[src/rtl/button_color_select.sv]
// Debounced pushbutton to colour-index stepper; optional hold-to-repeat via BUTTON_COLOR_SELECT_AUTO_REPEAT_EN.
// Press/release accepted DEBOUNCE_CYCLES+2 cycles after the input settles; no backpressure, step is a 1-cycle pulse.
module button_color_select #(
   parameter int DEBOUNCE_CYCLES = 120000,
   parameter int HOLD_CYCLES     = 6000000,
   parameter int REPEAT_CYCLES   = 2000000,
   parameter int NUM_COLORS      = 6
) (
   input  logic       clk,
   input  logic       rst,
   input  logic       btn_n,
   output logic [2:0] color_state,
   output logic       step,
   output logic       pressed
);

   localparam int CNT_W = (DEBOUNCE_CYCLES > 1) ? $clog2(DEBOUNCE_CYCLES) : 1;
   localparam logic [CNT_W-1:0] CNT_LAST = CNT_W'(DEBOUNCE_CYCLES - 1);
   localparam logic [2:0] COLOR_LAST = 3'(NUM_COLORS - 1);

`ifdef BUTTON_COLOR_SELECT_AUTO_REPEAT_EN
   localparam int TMR_MAX = (HOLD_CYCLES > REPEAT_CYCLES) ? HOLD_CYCLES : REPEAT_CYCLES;
   localparam int TMR_W   = (TMR_MAX > 1) ? $clog2(TMR_MAX) : 1;
   localparam logic [TMR_W-1:0] HOLD_LAST   = TMR_W'(HOLD_CYCLES - 1);
   localparam logic [TMR_W-1:0] REPEAT_LAST = TMR_W'(REPEAT_CYCLES - 1);

   typedef enum logic [1:0] {
      S_IDLE   = 2'd0,
      S_HOLD   = 2'd1,
      S_REPEAT = 2'd2
   } state_e;

   logic [TMR_W-1:0] tmr_q, tmr_d;
`else
   typedef enum logic {
      S_IDLE = 1'b0,
      S_HELD = 1'b1
   } state_e;

   logic unused_cfg;
   assign unused_cfg = (HOLD_CYCLES > 0) ^ (REPEAT_CYCLES > 0);
`endif

   state_e           state_q, state_d;
   logic             sync1_q, sync1_d;
   logic             sync2_q, sync2_d;
   logic [CNT_W-1:0] cnt_q, cnt_d;
   logic             pressed_q, pressed_d;
   logic [2:0]       color_q, color_d;
   logic             step_q, step_d;

   logic             btn_s;
   logic             accept;
   logic             press_evt;
   logic             release_evt;
   logic [2:0]       color_next;

   assign btn_s       = sync2_q;
   // accept marks the edge on which the debounced level flips
   assign accept      = (btn_s != pressed_q) && (cnt_q == CNT_LAST);
   assign press_evt   = accept && btn_s;
   assign release_evt = accept && !btn_s;
   assign color_next  = (color_q == COLOR_LAST) ? 3'd0 : color_q + 3'd1;

   always_comb begin
      sync1_d   = ~btn_n;
      sync2_d   = sync1_q;
      cnt_d     = cnt_q;
      pressed_d = pressed_q;
      if (btn_s == pressed_q) begin
         cnt_d = '0;
      end else if (cnt_q == CNT_LAST) begin
         pressed_d = btn_s;
         cnt_d     = '0;
      end else begin
         cnt_d = cnt_q + 1'b1;
      end
   end

   always_comb begin
      state_d = state_q;
      color_d = color_q;
      step_d  = 1'b0;
`ifdef BUTTON_COLOR_SELECT_AUTO_REPEAT_EN
      tmr_d   = tmr_q;
      case (state_q)
         S_IDLE: begin
            tmr_d = '0;
            if (press_evt) begin
               step_d  = 1'b1;
               color_d = color_next;
               state_d = S_HOLD;
            end
         end
         // release is tested before expiry so a coincident release suppresses the step
         S_HOLD: begin
            if (release_evt) begin
               state_d = S_IDLE;
               tmr_d   = '0;
            end else if (tmr_q == HOLD_LAST) begin
               step_d  = 1'b1;
               color_d = color_next;
               state_d = S_REPEAT;
               tmr_d   = '0;
            end else begin
               tmr_d = tmr_q + 1'b1;
            end
         end
         S_REPEAT: begin
            if (release_evt) begin
               state_d = S_IDLE;
               tmr_d   = '0;
            end else if (tmr_q == REPEAT_LAST) begin
               step_d  = 1'b1;
               color_d = color_next;
               tmr_d   = '0;
            end else begin
               tmr_d = tmr_q + 1'b1;
            end
         end
         default: begin
            state_d = S_IDLE;
            tmr_d   = '0;
         end
      endcase
`else
      case (state_q)
         S_IDLE: begin
            if (press_evt) begin
               step_d  = 1'b1;
               color_d = color_next;
               state_d = S_HELD;
            end
         end
         S_HELD: begin
            if (release_evt) begin
               state_d = S_IDLE;
            end
         end
         default: state_d = S_IDLE;
      endcase
`endif
   end

   always_ff @(posedge clk) begin
      if (rst) begin
         state_q   <= S_IDLE;
         sync1_q   <= 1'b0;
         sync2_q   <= 1'b0;
         cnt_q     <= '0;
         pressed_q <= 1'b0;
         color_q   <= 3'd0;
         step_q    <= 1'b0;
`ifdef BUTTON_COLOR_SELECT_AUTO_REPEAT_EN
         tmr_q     <= '0;
`endif
      end else begin
         state_q   <= state_d;
         sync1_q   <= sync1_d;
         sync2_q   <= sync2_d;
         cnt_q     <= cnt_d;
         pressed_q <= pressed_d;
         color_q   <= color_d;
         step_q    <= step_d;
`ifdef BUTTON_COLOR_SELECT_AUTO_REPEAT_EN
         tmr_q     <= tmr_d;
`endif
      end
   end

   assign color_state = color_q;
   assign step        = step_q;
   assign pressed     = pressed_q;

endmodule

[config.mk]
export PLATFORM = sky130hd
export DESIGN_NAME = button_color_select
export DESIGN_NICKNAME = d
export VERILOG_FILES = /design/src/rtl/button_color_select.sv
export SDC_FILE = /design/constraint.sdc
export NUM_CORES = 1
export LEC_CHECK = 0
export CORE_MARGIN = 4
export CORE_UTILIZATION = 50
export DETAILED_ROUTE_END_ITERATION = 10
export DONT_BUFFER_PORTS = 1
export PLACE_DENSITY = 0.71
export SKIP_CTS_REPAIR_TIMING = 1
export SYNTH_ARGS = -nofsm -noshare
export SYNTH_HDL_FRONTEND = slang
export SYNTH_SLANG_ARGS = --single-unit
[constraint.sdc]
create_clock -name clk -period 3.3 [get_ports clk]
set_input_delay 0.66 -clock clk [delete_from_list [all_inputs] [get_ports clk]]
set_output_delay 0.66 -clock clk [all_outputs]
set_load 0.01 [all_outputs]
======== After elaboration in Yosys (flattened, before gate mapping) ========
Cells that the tools add are included.
Widths: inputs -> output; s select.
storage, ports and cells
  register bits ........................... 25
  input bits .............................. 3
  logic and storage cells ................. 28
cells by class
  add/sub/neg operators ................... 2
  equal/unequal tests ..................... 4
  muxes and demuxes ....................... 4
  bitwise logic cells ..................... 3
  reduce and logical (&&, ||, !) cells .... 8
operator list
  operator               count
  $add 17x1->17 const B  1
  $eq 17x17->1 const B   1
  $reduce_and 2->1       2
  $add 3x1->3 const B    1
  $eq 3x3->1 const B     1
  $logic_and 1x1->1      3
  $mux 3                 1
  $not 1->1              3
  $reduce_or 3->1        1
  $mux 1                 2
  $pmux 1 s2             1
  $reduce_or 2->1        1
  $eq 1x1->1             1
  $logic_not 1->1        1
  $ne 1x1->1             1

======== Logic depth before layout (Yosys ltp) ========
Gate-level depths: netlist (run 1).
  depth after elaboration ................. 5
  depth in mapped cells ................... 7
  gate-level depth less buffers ........... 5

======== Least setup slack after synthesis (run 1) ========
OpenSTA, ideal clock, no wires.
  kind .................................... flip-flop to flip-flop
  from .................................... register cnt_q[0]
  to ...................................... register color_q[2] (netlist: color_state[2])
  arrival ................................. 2.065 ns
  setup slack ............................. 1.165 ns
  stages on the path, launching flop included .. 7
  buffers on the path ..................... 1
  period minus slack after synthesis ...... 2.135 ns
  cell sequence ........................... dfxtp_1 ha_1 nand4_1 or4_1 buf_2 or4_1 a21oi_1
between the ends
  cells in the longest elaborated chain, start to end .. 4
ends and longest elaborated chain
  element                            line  source
  start: declaration                 47    logic [CNT_W-1:0] cnt_q, cnt_d;
  start signal: assignment           161   cnt_q <= cnt_d;
  $eq 17x17->1                       60    assign accept = (btn_s != pressed_q) && (cnt_q == CNT_LAST);
  $logic_and 1x1->1                  60
  $logic_and 1x1->1                  61    assign press_evt = accept && btn_s;
  $reduce_and 2->1 (no source line)  -
  end signal: assignment             163   color_q <= color_d;
  end: declaration                   49    logic [2:0] color_q, color_d;
No other way between the ends.
A chain may end at the register's enable or synchronous reset.

======== Worst setup path in the final report (run 1) ========
  from .................................... register cnt_q[0]
  to ...................................... register color_q[1] (netlist: color_state[1])
The elaborated chain is that of the path after synthesis.

==> flow_metrics.env, run 1 <==
export IMPL_cp_max_fo=10
export IMPL_wl_um=1740
export IMPL_setup_tns_ps=0
export IMPL_cts_buffer_depth=2
export IMPL_syn2layout_area_growth_pct=5.40
export IMPL_cts_sinks=24
export IMPL_fin_util_pct=58.3
export IMPL_ys_ff_latch=24
export IMPL_die_h_um=52.7
export IMPL_diodes=0
export IMPL_maxSlewHeadroom_pct=65.1
export IMPL_fin_crit_ps=2380
export IMPL_setup_ws_ps=922
export IMPL_dp_cells=136
export IMPL_crit_type="reg -> reg"
export IMPL_grt_busiest_layer="met2"
export IMPL_synth_top_cell_area_share_pct=48.2
export IMPL_powerDensity_nw_per_um2=427
export IMPL_dr_pass1_iters=4
export IMPL_grt_use_met2_pct=22.5
export IMPL_cts_tree="done"
export IMPL_register_area_um2=480
export IMPL_pre_cts_ws_ps=955
export IMPL_fin_cells=140
export IMPL_grtUsageMet1_pct=18.5
export IMPL_vias=757
export IMPL_syn_num_nets=118
export IMPL_layout_worst_path_cycle_share_pct=72.1
export IMPL_synth_area_leader_cell="dfxtp_1"
export IMPL_antenna_found_initial=0
export IMPL_grt_max_degree=17
export IMPL_die_area_um2=2770
export IMPL_grt_pass1_wl_um=3000
export IMPL_arrival_ps=2650
export IMPL_coreArea_um2=1800
export IMPL_avgRoutedWirePerCell_um=12.4
export IMPL_slew_viol_final=0
export IMPL_cts_htree_levels=1
export IMPL_place_hpwl_um=1270
export IMPL_place_congestion=0.780
export IMPL_yosys_top_cells_area="dfxtp_1 48%, xnor2_1 11%, nor2_1 7.5%"
export IMPL_vias_per_cell=5.41
export IMPL_yosysSeqAreaShare_pct=48.2
export IMPL_synth_avg_cell_area_um2=8.75
export IMPL_totalPowerFinal_mw=0.449
export IMPL_multi_input_area_um2=488
export IMPL_gr_usage_met3_pct=5.41
export IMPL_rsz0062_at_grt="false"
export IMPL_hold_viol=0
export IMPL_r2r_slack_ps=920
export IMPL_clk_latency_ps=330
export IMPL_cts_buffers=3
export IMPL_fill_cells=183
export IMPL_track_usage_pct=15.0
export IMPL_first_global_vias=701
export IMPL_cp_data_required_time_ps=3570
export IMPL_syn_area_um2=997
export IMPL_clkTransAtPathRegs_ps=120
export IMPL_synth_cell_types=23
export IMPL_grt_overflow=0
export IMPL_drtIter0Drc=3
export IMPL_hold_path_class="in -> reg"
export IMPL_clockRootBuffer="clkbuf_4"
export IMPL_finalNetCount=120
export IMPL_peakVddDrop_mv=0.305
export IMPL_postSynthCellCount=114
export IMPL_ios=8
export IMPL_fmax_mhz=421
export IMPL_crit_path_end_kind="flop"
export IMPL_ys_warn_count=0
export IMPL_die_x_um=52.7
export IMPL_finClkSkew_ps=8.16
export IMPL_status="completed"
export IMPL_ant_nets=0
export IMPL_maxCapViolations=0
export IMPL_drc_errors=0
export IMPL_setup_violations=0
export IMPL_initial_core_util_pct=55.3
export IMPL_tightest_slew_ps=523
export IMPL_startpoint_type="flop"
export IMPL_rows=15
export IMPL_port_buffers=0
export IMPL_p_leak_nw=0.295
export IMPL_drive_gt1_share_pct=3.48
==> flip-flops by register name, summed over array words and instances (netlist names), named ones only <==
signal	count
color_state	3
sync1_q	1
cnt_q	17
btn_s	1
step	1
==> kinds of logic after synthesis <==
kind of cell	Yosys count	synth area share (%)
multiplexers	1	1.00
AND/OR/NAND/NOR	58	29.9
XOR/XNOR	14	12.3
buffers and inverters	7	2.89
adder cells (fa/ha/maj)	1	1.25
AO/OA/AOI/OAI	9	4.52
flip-flops	24	48.2
==> worst paths after layout <==
path / startpoint / endpoint / depth (start not counted)
max: cnt_q[0] / color_state[1] / 5
min: rst / color_state[2] / 1
max reg2reg: cnt_q[0] / color_state[1] / 5
min reg2reg: sync1_q / btn_s / 1
==> critical path: stages (launching register included) <==
cell	delay, ps
dfxtp_1	410
ha_1	220
nand4_1	280
or4_1	760
or4_1	510
a21oi_1	150
==> synthesized netlist by cell type <==
cell type,count
dfxtp_1,24
nor2_1,20
xnor2_1,12
nand4_1,6
a21oi_1,5
nand2_1,5
nand3_1,5
nor3_1,5
or4_1,5
inv_1,4
nor4_1,4
o21ai_0,4
buf_2,2
nand2b_1,2
or3_1,2
xor2_1,2
and3_1,1
clkbuf_1,1
ha_1,1
mux2i_1,1
nand3b_1,1
nand4b_1,1
nor2b_1,1
==> cell type report <==
type	count	area share, %
inverter	4	1.43
tap	25	2.98
sequential	24	45.7
clock buffer	4	3.45
multi-input combinational	83	46.4
==> metal layers <==
metal / part of all wire, % / up-vias
met2: 46 / 12
met1: 47 / 343
met5: 0 / -
li1: - / 397
met4: 2.3 / 0
met3: 4.4 / 5
==> placed cells by master (no fill, tap or decap) <==
cell / count
or3_1: 2
a21oi_1: 5
o21ai_0: 4
nand3b_1: 1
or4_1: 5
nand2b_1: 2
clkbuf_8: 1
nor2b_1: 1
nor2_1: 20
dfxtp_1: 24
mux2i_1: 1
nand4b_1: 1
clkbuf_4: 3
ha_1: 1
and3_1: 1
nand3_1: 5
xor2_1: 2
nor3_1: 5
xnor2_1: 12
nand2_1: 5
nand4_1: 6
inv_1: 4
nor4_1: 4
==> power by group <==
part	leakage [nW]	total [mW]	switching, mW	internal, mW
clock network	0.0210	0.153	0.0854	0.0677
logic	0.0807	0.00340	0.00237	0.00103
registers	0.194	0.292	0.00101	0.291
total	0.295	0.449	0.0888	0.360
==> stage by stage <==
| stage | hold slack, ps | instance area (µm²) |
|---|---|---|
| after detailed placement | 446 | 1010 |
| final | 380 | 1050 |
| after floorplan | 414 | 997 |
| after global placement | 419 | 1010 |
| after global routing | 366 | 1050 |
| after CTS | 373 | 1050 |
Note: power is estimated with default switching activity, not from simulation.
==> inputs of run 2 (changes only) <==
clock period = 2.4 ns   (was 3.3 ns; I/O delays follow)
==> run 2 against run 1 <==
Compared with the run above:
- critical endpoint unchanged
- first-iteration DRC count rose to 2.7 times the previous value
- hold slack got worse by 150 ps
- largest power group unchanged
- total power rose by 27%
- global-route usage rose by 0.48 points
- final cell count rose by 0.71%
- flip-flop and latch count did not move
- wire length rose by 3.7%
- via count rose by 3.8%
- core utilization rose by 0.070 points
- critical path depth fell by 1
==> flow_metrics.env, run 2 (synthesis results as in run 1) <==
export IMPL_status="completed"
export IMPL_cts_buffer_depth=2
export IMPL_r2r_end="color_state[1]"
export IMPL_min_from="rst"
export IMPL_die_area_um2=2770
export IMPL_drc_errors=0
export IMPL_syn2layout_area_growth_pct=5.52
export IMPL_switchingPower_mw=0.110
export IMPL_grt_overflow=0
export IMPL_finalNetCount=122
export IMPL_first_global_vias=749
export IMPL_place_hpwl_um=1330
export IMPL_place_area_um2=1030
export IMPL_peakVddDrop_mv=0.407
export IMPL_fmax_mhz=446
export IMPL_layout_worst_path_cycle_share_pct=93.4
export IMPL_antenna_found_initial=0
export IMPL_p_leak_nw=0.297
export IMPL_hold_viol=0
export IMPL_clockRootBuffer="clkbuf_4"
export IMPL_hold_depth=1
export IMPL_track_usage_pct=15.5
export IMPL_top_register="cnt_q"
export IMPL_clkTransAtPathRegs_ps=120
export IMPL_switching_share_pct=19.3
export IMPL_fin_crit_ps=2240
export IMPL_clk_latency_ps=300
export IMPL_cp_slowest_cell="or4_1"
export IMPL_port_buffers=0
export IMPL_die_x_um=52.7
export IMPL_reg2reg_from="cnt_q[8]"
export IMPL_avgRoutedWirePerCell_um=12.8
export IMPL_rsz0062_at_grt="false"
export IMPL_cts_sinks=24
export IMPL_design_area_um2=1050
export IMPL_cp_top_family="simple AND/OR/NAND/NOR gates"
export IMPL_p_clk_share_pct=28.8
export IMPL_crit_chain="or4_1, or4_1, or4_1, a21oi_1"
export IMPL_arrival_ps=2490
export IMPL_final_cell_mix="24 x dfxtp_1, 20 x nor2_1, 12 x xnor2_1"
export IMPL_ios=8
export IMPL_grt_pass1_wl_um=3150
export IMPL_die_h_um=52.7
export IMPL_largest_reg_flops=17
export IMPL_coreArea_um2=1800
export IMPL_powerDensity_nw_per_um2=543
export IMPL_cts_buffers=3
export IMPL_startpoint_type="flop"
export IMPL_combPwrFrac_pct=0.9
export IMPL_slew_viol_final=0
export IMPL_fin_util_pct=58.4
export IMPL_worstRegToRegCells=4
export IMPL_initial_core_util_pct=55.3
export IMPL_cp_data_required_time_ps=2650
export IMPL_max_stage_delay_ps=630
export IMPL_crit_top_cell="or4_1"
export IMPL_worstHoldEndpoint="color_state[1]"
export IMPL_wl_um=1800
export IMPL_crit_buf_inv=0
export IMPL_tightest_slew_ps=348
export IMPL_seq_power_share_pct=70.3
export IMPL_drive_gt1_share_pct=4.31
export IMPL_setup_ws_ps=158
export IMPL_cp_max_fo=10
export IMPL_cts_htree_levels=1
export IMPL_crit_type="reg -> reg"
export IMPL_finClkSkew_ps=4.88
export IMPL_maxSlewHeadroom_pct=76.6
export IMPL_setup_violations=0
export IMPL_internal_power_mw=0.461
export IMPL_drtIter0Drc=8
export IMPL_pre_cts_ws_ps=176
export IMPL_grt_max_degree=17
export IMPL_maxCapViolations=0
export IMPL_vias=786
export IMPL_final_common_cell="dfxtp_1"
export IMPL_dr_pass1_iters=4
export IMPL_cts_tree="done"
export IMPL_diodes=0
export IMPL_hold_path_class="in -> reg"
export IMPL_setup_tns_ps=0
export IMPL_place_congestion=0.842
export IMPL_r2r_slack_ps=160
export IMPL_crit_path_end_kind="flop"
export IMPL_rows=15
export IMPL_vias_per_cell=5.57
export IMPL_ant_nets=0
run 2: area by class of cell:
class	count	area [µm²]
Inverter	4	15.0
Sequential cell	24	480
Fill cell	178	749
Timing Repair Buffer	2	15.0
Tap cell	25	31.3
Multi-Input combinational cell	83	488
Clock buffer	3	22.5
run 2: worst max path at each step:
stage,from,to,slack [ps],cells after the start
floorplan,cnt_q[0],color_state[2],260,6
global placement,cnt_q[8],color_state[2],240,4
detailed placement,cnt_q[8],color_state[1],180,4
CTS,cnt_q[8],color_state[1],160,4
global route,cnt_q[0],color_state[2],40,5
finish,cnt_q[8],color_state[1],160,4
run 2: stage by stage:
step	std cells	hold slack (ps)	power, mW
finish	141	227	0.571
global route	141	199	0.596
CTS	141	212	0.583
detailed placement	138	428	0.416
global placement	138	420	0.416
floorplan	114	414	0.416
run 2: power by group through the flow:
stage	registers (mW)	logic [mW]	clock network, mW
after floorplan	0.410	0.00565	0
after global placement	0.410	0.00526	0
after detailed placement	0.411	0.00544	0
after CTS	0.402	0.00551	0.175
after global routing	0.402	0.00612	0.188
final	0.402	0.00535	0.164
run 2: metal layers:
layer  vias up  track usage, %  share of wire, %
met5         -               0                 0
met4         0            4.26              0.55
met3         2            6.84               3.5
met2        10            24.8                46
met1       369            18.6                50
li1        405               -                 -
